===== src/rtl/uart_cmd_engine.sv =====
// Command engine between uart_rx and uart_tx: parses A5/CMD/DATA/CHK frames,
// drives the LED register or samples buttons, and returns a STATUS/VALUE pair.
module uart_cmd_engine #(
    parameter int unsigned LED_WIDTH    = 8,
    parameter int unsigned TIMEOUT_CLKS = 86800
) (
    input  logic                 i_Clock,
    input  logic                 i_Reset,
    input  logic                 i_Rx_DV,
    input  logic [7:0]           i_Rx_Byte,
    input  logic [7:0]           i_Buttons,
    input  logic                 i_Tx_Active,
    input  logic                 i_Tx_Done,
    output logic                 o_Tx_DV,
    output logic [7:0]           o_Tx_Byte,
    output logic [LED_WIDTH-1:0] o_Leds,
    output logic                 o_Frame_Err
);

    localparam int unsigned CntW = (TIMEOUT_CLKS < 1) ? 1 : $clog2(TIMEOUT_CLKS + 1);
    localparam logic [CntW-1:0] CntMax = CntW'(TIMEOUT_CLKS);

    localparam logic [7:0] Header    = 8'hA5;
    localparam logic [7:0] CmdWrLeds = 8'h01;
    localparam logic [7:0] CmdRdBtns = 8'h02;
    localparam logic [7:0] CmdRdLeds = 8'h03;
    localparam logic [7:0] StatOk    = 8'h5A;
    localparam logic [7:0] StatErr   = 8'hEE;

    typedef enum logic [3:0] {
        StIdle,
        StGetCmd,
        StGetData,
        StGetChk,
        StExec,
        StTxStat,
        StWaitStat,
        StTxVal,
        StWaitVal
    } state_e;

    state_e          state_q;
    logic [CntW-1:0] tmo_cnt_q;
    logic [7:0]      cmd_q;
    logic [7:0]      data_q;
    logic [7:0]      chk_q;
    logic [7:0]      status_q;
    logic [7:0]      value_q;
    logic [7:0]      btn_meta_q;
    logic [7:0]      btn_sync_q;
    logic            tmo_hit;

    assign tmo_hit = (tmo_cnt_q == CntMax);

    // Buttons are asynchronous to i_Clock.
    always_ff @(posedge i_Clock) begin
        if (i_Reset) begin
            btn_meta_q <= 8'h00;
            btn_sync_q <= 8'h00;
        end else begin
            btn_meta_q <= i_Buttons;
            btn_sync_q <= btn_meta_q;
        end
    end

    always_ff @(posedge i_Clock) begin
        if (i_Reset) begin
            state_q     <= StIdle;
            tmo_cnt_q   <= '0;
            cmd_q       <= 8'h00;
            data_q      <= 8'h00;
            chk_q       <= 8'h00;
            status_q    <= 8'h00;
            value_q     <= 8'h00;
            o_Tx_DV     <= 1'b0;
            o_Tx_Byte   <= 8'h00;
            o_Leds      <= '0;
            o_Frame_Err <= 1'b0;
        end else begin
            o_Tx_DV     <= 1'b0;
            o_Frame_Err <= 1'b0;
            unique case (state_q)
                StIdle: begin
                    tmo_cnt_q <= '0;
                    if (i_Rx_DV && (i_Rx_Byte == Header)) begin
                        state_q <= StGetCmd;
                    end
                end
                StGetCmd: begin
                    if (tmo_hit) begin
                        state_q     <= StIdle;
                        o_Frame_Err <= 1'b1;
                        tmo_cnt_q   <= '0;
                    end else if (i_Rx_DV) begin
                        cmd_q     <= i_Rx_Byte;
                        tmo_cnt_q <= '0;
                        state_q   <= StGetData;
                    end else begin
                        tmo_cnt_q <= tmo_cnt_q + CntW'(1);
                    end
                end
                StGetData: begin
                    if (tmo_hit) begin
                        state_q     <= StIdle;
                        o_Frame_Err <= 1'b1;
                        tmo_cnt_q   <= '0;
                    end else if (i_Rx_DV) begin
                        data_q    <= i_Rx_Byte;
                        tmo_cnt_q <= '0;
                        state_q   <= StGetChk;
                    end else begin
                        tmo_cnt_q <= tmo_cnt_q + CntW'(1);
                    end
                end
                StGetChk: begin
                    if (tmo_hit) begin
                        state_q     <= StIdle;
                        o_Frame_Err <= 1'b1;
                        tmo_cnt_q   <= '0;
                    end else if (i_Rx_DV) begin
                        chk_q     <= i_Rx_Byte;
                        tmo_cnt_q <= '0;
                        state_q   <= StExec;
                    end else begin
                        tmo_cnt_q <= tmo_cnt_q + CntW'(1);
                    end
                end
                StExec: begin
                    state_q <= StTxStat;
                    if (chk_q != (cmd_q ^ data_q)) begin
                        status_q    <= StatErr;
                        value_q     <= 8'h00;
                        o_Frame_Err <= 1'b1;
                    end else begin
                        case (cmd_q)
                            CmdWrLeds: begin
                                o_Leds   <= data_q[LED_WIDTH-1:0];
                                status_q <= StatOk;
                                value_q  <= data_q;
                            end
                            CmdRdBtns: begin
                                status_q <= StatOk;
                                value_q  <= btn_sync_q;
                            end
                            CmdRdLeds: begin
                                status_q <= StatOk;
                                value_q  <= 8'(o_Leds);
                            end
                            default: begin
                                status_q    <= StatErr;
                                value_q     <= cmd_q;
                                o_Frame_Err <= 1'b1;
                            end
                        endcase
                    end
                end
                StTxStat: begin
                    if (!i_Tx_Active) begin
                        o_Tx_DV   <= 1'b1;
                        o_Tx_Byte <= status_q;
                        state_q   <= StWaitStat;
                    end
                end
                StWaitStat: begin
                    if (i_Tx_Done) begin
                        state_q <= StTxVal;
                    end
                end
                StTxVal: begin
                    if (!i_Tx_Active) begin
                        o_Tx_DV   <= 1'b1;
                        o_Tx_Byte <= value_q;
                        state_q   <= StWaitVal;
                    end
                end
                StWaitVal: begin
                    if (i_Tx_Done) begin
                        state_q <= StIdle;
                    end
                end
                default: state_q <= StIdle;
            endcase
        end
    end

endmodule

===== config.mk =====
export PLATFORM = sky130hd
export DESIGN_NAME = uart_cmd_engine
export DESIGN_NICKNAME = d
export VERILOG_FILES = /design/src/rtl/uart_cmd_engine.sv
export SDC_FILE = /design/constraint.sdc
export NUM_CORES = 1
export LEC_CHECK = 0
export BUFFER_PORTS_ARGS = -buffer_cell sky130_fd_sc_hd__buf_2
export CORE_MARGIN = 8
export CORE_UTILIZATION = 53
export CTS_CLUSTER_SIZE = 20
export DETAILED_ROUTE_END_ITERATION = 6
export PLACE_DENSITY = 0.81
export SLEW_MARGIN = 5
export SYNTH_ARGS = -nofsm -noshare
export SYNTH_HDL_FRONTEND = slang
export SYNTH_SLANG_ARGS = --single-unit
export TNS_END_PERCENT = 5

===== constraint.sdc =====
create_clock -name i_Clock -period 1.72 [get_ports i_Clock]
set_input_delay 0.258 -clock i_Clock [delete_from_list [all_inputs] [get_ports i_Clock]]
set_output_delay 0.258 -clock i_Clock [all_outputs]
set_load 0.02 [all_outputs]

==> impl_results.md <==
* Status: finished, violations left
* Failing checks: setup timing
* Master of the slowest instance on the critical path: sky130_fd_sc_hd__or4b_4
* Final total power at 0.00487 W
* Filler cell count at about 580
* Global Route Usage Sum at 18.8%
* Startpoint class of the critical path: flop
* Final worst-path cycle share at 107%
* Max Transition Viols Final at 0
* Maximum number of pins on one net before global-route repair at 32
* Least-Margin Pin Slew at between 0.5 and 0.6 ns
* Overflow left after global routing at 0
* Minimum clock period after layout at 1.84 ns
* DP Worst Slack at -0.225 ns
* Standby leakage power at ~2.2 nW
* Port bufs at 38
* Sequence of cells on the critical path: inv_2 > ha_4 > nor4bb_1 > and4_4 > or4b_4 > mux2i_1 > nor2_1
* Main area contributors after synthesis: sky130_fd_sc_hd__dfxtp_1 (44%), sky130_fd_sc_hd__mux2i_1 (8.1%), sky130_fd_sc_hd__nor2_1 (4.5%), sky130_fd_sc_hd__nand2_1 (4.4%), sky130_fd_sc_hd__a21oi_1 (3.4%)
* Launching instance or port of the critical path: tmo_cnt_q[1]
* Required time worst endpoint at between 1.5 and 2 ns
* Core Footprint at 7610 um^2
* Fraction of layout instances using a drive strength above 1 at 30.0%
* Avg Synthesized Cell Area at between 9 and 10 um^2
* # clock sinks at 90
* Capturing element type of the critical path: flop
* Critical path endpoint: data_q[1]
* Routability cong. at 0.925
* Post-detailed-route count of antenna-violating nets at 0
* Vias in the first global route at 3,546
* Count of warnings emitted by yosys at 0
* Skew-Pair Late Insertion Delay at 0.37 ns
* CTS Root Cell: sky130_fd_sc_hd__clkbuf_8
* Via count at 3,560
* CP arrival at 2.09 ns
* Post-route DRC violation count at 0
* Detailed-router iteration count before antenna repair at 5
* RSZ-0062 raised after global routing: true
* Total half-perimeter wirelength after legalization and detailed placement at 7180 um
* Total number of placement rows at 32
* Cell taking the most area after synthesis: sky130_fd_sc_hd__dfxtp_1
* Largest fanout on the critical path at 8
* Number of cells produced by synthesis at roughly 440
* Width of the die at 104 um
* Worst Reg-to-Reg Cells at 7
* Crit path setup slack, layout at -0.118 ns
* Post-synthesis sequential element count at 90
* Antenna diodes at 0
* Start-to-end type of the worst setup path: reg2reg
* Max frequency at 544 MHz
* Worst vdd ir at between 0.6 and 0.7 mV
* Depth of the critical timing path with buffers and inverters included at 7
* Fraction of synthesized cell area taken by the top area cell type at between 40% and 50%
* Die area at 10,800 um^2
* Sequential element share of the synthesized area at ~44%
* Area Overhead vs Synth at 25.0%
* Kind of cell adding the most delay to the critical path: simple AND/OR/NAND/NOR gates
* CTS tree: yes
* Nets@finish at 545
* Max Cap Viol at 0
* Setup violation total in the final timing report at 25
* Count of endpoints failing hold in the final timing report at 0
* Post-synthesis instance area at 4090 um^2
* Global-route wire length before repair at between 15,000 and 20,000 um
* Clk buf depth at 2
* Clock slew at the register clock pins of the worst setup and hold paths at ~0.09 ns
* Total wire length after detailed routing at 10,100 um
* P per Cell Area at 954 nW/um^2
* Final Instance Count excl. Fillers at between 600 and 700
* Die Ht at 104 um
* Final total negative setup slack at -1.34 ns
* Detailed router's first-iteration violation count at 201
* Number of antenna violations at the first check in global routing at 0
* # hold bufs at CTS at 0
* Average wire per standard cell at about 16 um
* Vias per cell at 5.66
* Nets in the synthesized netlist at 459
* Maximum single-stage delay on the critical path at 0.63 ns
* Worst hold slack at 0.0903 ns
* Reg-to-reg endpoint: data_q[1]
* Number of buffers inserted during clock tree synthesis at 9
* Share of synthesized registers carrying an async set or reset at 0%
* Final worst clock skew at approximately 0.0065 ns
* Worst min-delay path category: in2reg
* Main flop type after synthesis: sky130_fd_sc_hd__dfxtp_1
* Worst slew margin at 65.4%
* Number of buffers and inverters on the critical path at 1
* Worst reg-to-reg setup slack at -0.12 ns
* Placed instance count at 611
* Number of library cell types mapped by synthesis at just over 60
* H-Tree Depth at 3
* Starting density of the core at 53.7%
* Number of synthesized flops with an enable pin at 0
* Reg-to-reg critical path startpoint: tmo_cnt_q[1]
* Ports placed on the boundary at 39
==> logic make-up after synthesis <==
group                      synth area share (%)
AOI/OAI and AO/OA                          13.2
xor gates and xnor gates                   5.69
adders and majority gates                 0.612
buffers and inverters                      4.41
DFF                                        44.1
muxes                                      9.74
and+or+nand+nor                            22.3
==> sequential cells by signal, indices dropped and copies added (netlist names) <==
name,flops
o_Tx_Byte,8
o_Tx_DV,1
state_q,4
tmo_cnt_q,17
status_q,3
o_Frame_Err,1
btn_meta_q,8
value_q,8
cmd_q,8
chk_q,8
btn_sync_q,8
data_q,8
o_Leds,8
==> layer usage <==
metal  part of all wire, %  GRT usage [%]  vias up
li1                      -              -     1711
met4                   2.1           7.55        0
met2                    51           33.1      106
met3                   5.4           4.40       23
met5                     0              0        -
met1                    42           21.5     1720
==> how the worst min path moves through the flow <==
stage | startpoint | to | slack (ns) | depth (start not counted)
6_report | i_Buttons[6] | btn_meta_q[6] | 0.09 | 2
5_1_grt | i_Buttons[5] | btn_meta_q[5] | 0.08 | 2
3_5_place_dp | btn_meta_q[6] | btn_sync_q[6] | 0.42 | 1
3_3_place_gp | btn_meta_q[2] | btn_sync_q[2] | 0.42 | 1
2_1_floorplan | i_Buttons[0] | btn_meta_q[0] | 0.39 | 1
4_1_cts | i_Buttons[5] | btn_meta_q[5] | 0.08 | 2
==> what timing repair did <==
item / in CTS / in global routing
setup endpoints to repair: 56 / 61
gates resized for setup: 16 / 9
setup buffers: 1 / 2
hold endpoints to repair: 0 / 0
pin swaps: 5 / 5
==> layout make-up <==
type	count	area [um^2]	share of cell area (%)
inverters	9	33.8	0.661
well taps	102	128	2.50
multi-input cells	310	2180	42.7
flip-flops and latches	90	1810	35.5
repair buffers	102	712	13.9
clock inverters	7	116	2.28
clock buffers	9	124	2.43
==> Yosys cell counts, types with 5 or more instances <==
cell and n:
sky130_fd_sc_hd__o31ai_1 11, sky130_fd_sc_hd__buf_2 5, sky130_fd_sc_hd__clkbuf_1 12, sky130_fd_sc_hd__o21ai_0 14, sky130_fd_sc_hd__nand2_1 48, sky130_fd_sc_hd__dfxtp_1 90
sky130_fd_sc_hd__mux2i_1 33, sky130_fd_sc_hd__nand3_1 9, sky130_fd_sc_hd__xor2_1 6, sky130_fd_sc_hd__nor2b_1 21, sky130_fd_sc_hd__a22o_1 8, sky130_fd_sc_hd__xnor2_1 5
sky130_fd_sc_hd__nor2_1 49, sky130_fd_sc_hd__buf_4 6, sky130_fd_sc_hd__inv_1 9, sky130_fd_sc_hd__nand4_1 7, sky130_fd_sc_hd__a21oi_1 28, sky130_fd_sc_hd__xnor3_1 5
sky130_fd_sc_hd__mux2_2 6
==> where the power goes <==
group	switching (W)	internal, W
Clock	0.000755	0.000964
Sequential	0.0000426	0.00214
Combinational	0.000511	0.000457
==> metrics by stage <==
stage / instance area, um^2 / utilization, %
after floorplan: 4100 / -
after global placement: 4750 / 62.5
after detailed placement: 4750 / 62.5
after CTS: 5070 / 66.6
after global routing: 5110 / 67.1
final: 5110 / 67.1
==> cells in the final DEF (no fill, tap or decap), types with 5 or more instances in the layout <==
cell                        n
sky130_fd_sc_hd__buf_2     38
sky130_fd_sc_hd__dfxtp_1   82
sky130_fd_sc_hd__mux2_2     6
sky130_fd_sc_hd__nand2_1   46
sky130_fd_sc_hd__dfxtp_2    8
sky130_fd_sc_hd__inv_1      7
sky130_fd_sc_hd__buf_4     60
sky130_fd_sc_hd__a21oi_1   28
sky130_fd_sc_hd__o21ai_0   12
sky130_fd_sc_hd__xor2_1     6
sky130_fd_sc_hd__nand3_1    9
sky130_fd_sc_hd__mux2i_1   32
sky130_fd_sc_hd__o31ai_1    9
sky130_fd_sc_hd__nand4_1    7
sky130_fd_sc_hd__xnor2_1    5
sky130_fd_sc_hd__xnor3_1    5
sky130_fd_sc_hd__clkbuf_8   9
sky130_fd_sc_hd__nor2b_1   21
sky130_fd_sc_hd__nor2_1    49
sky130_fd_sc_hd__a22o_1     8
Note: power is estimated with default switching activity, not from simulation.
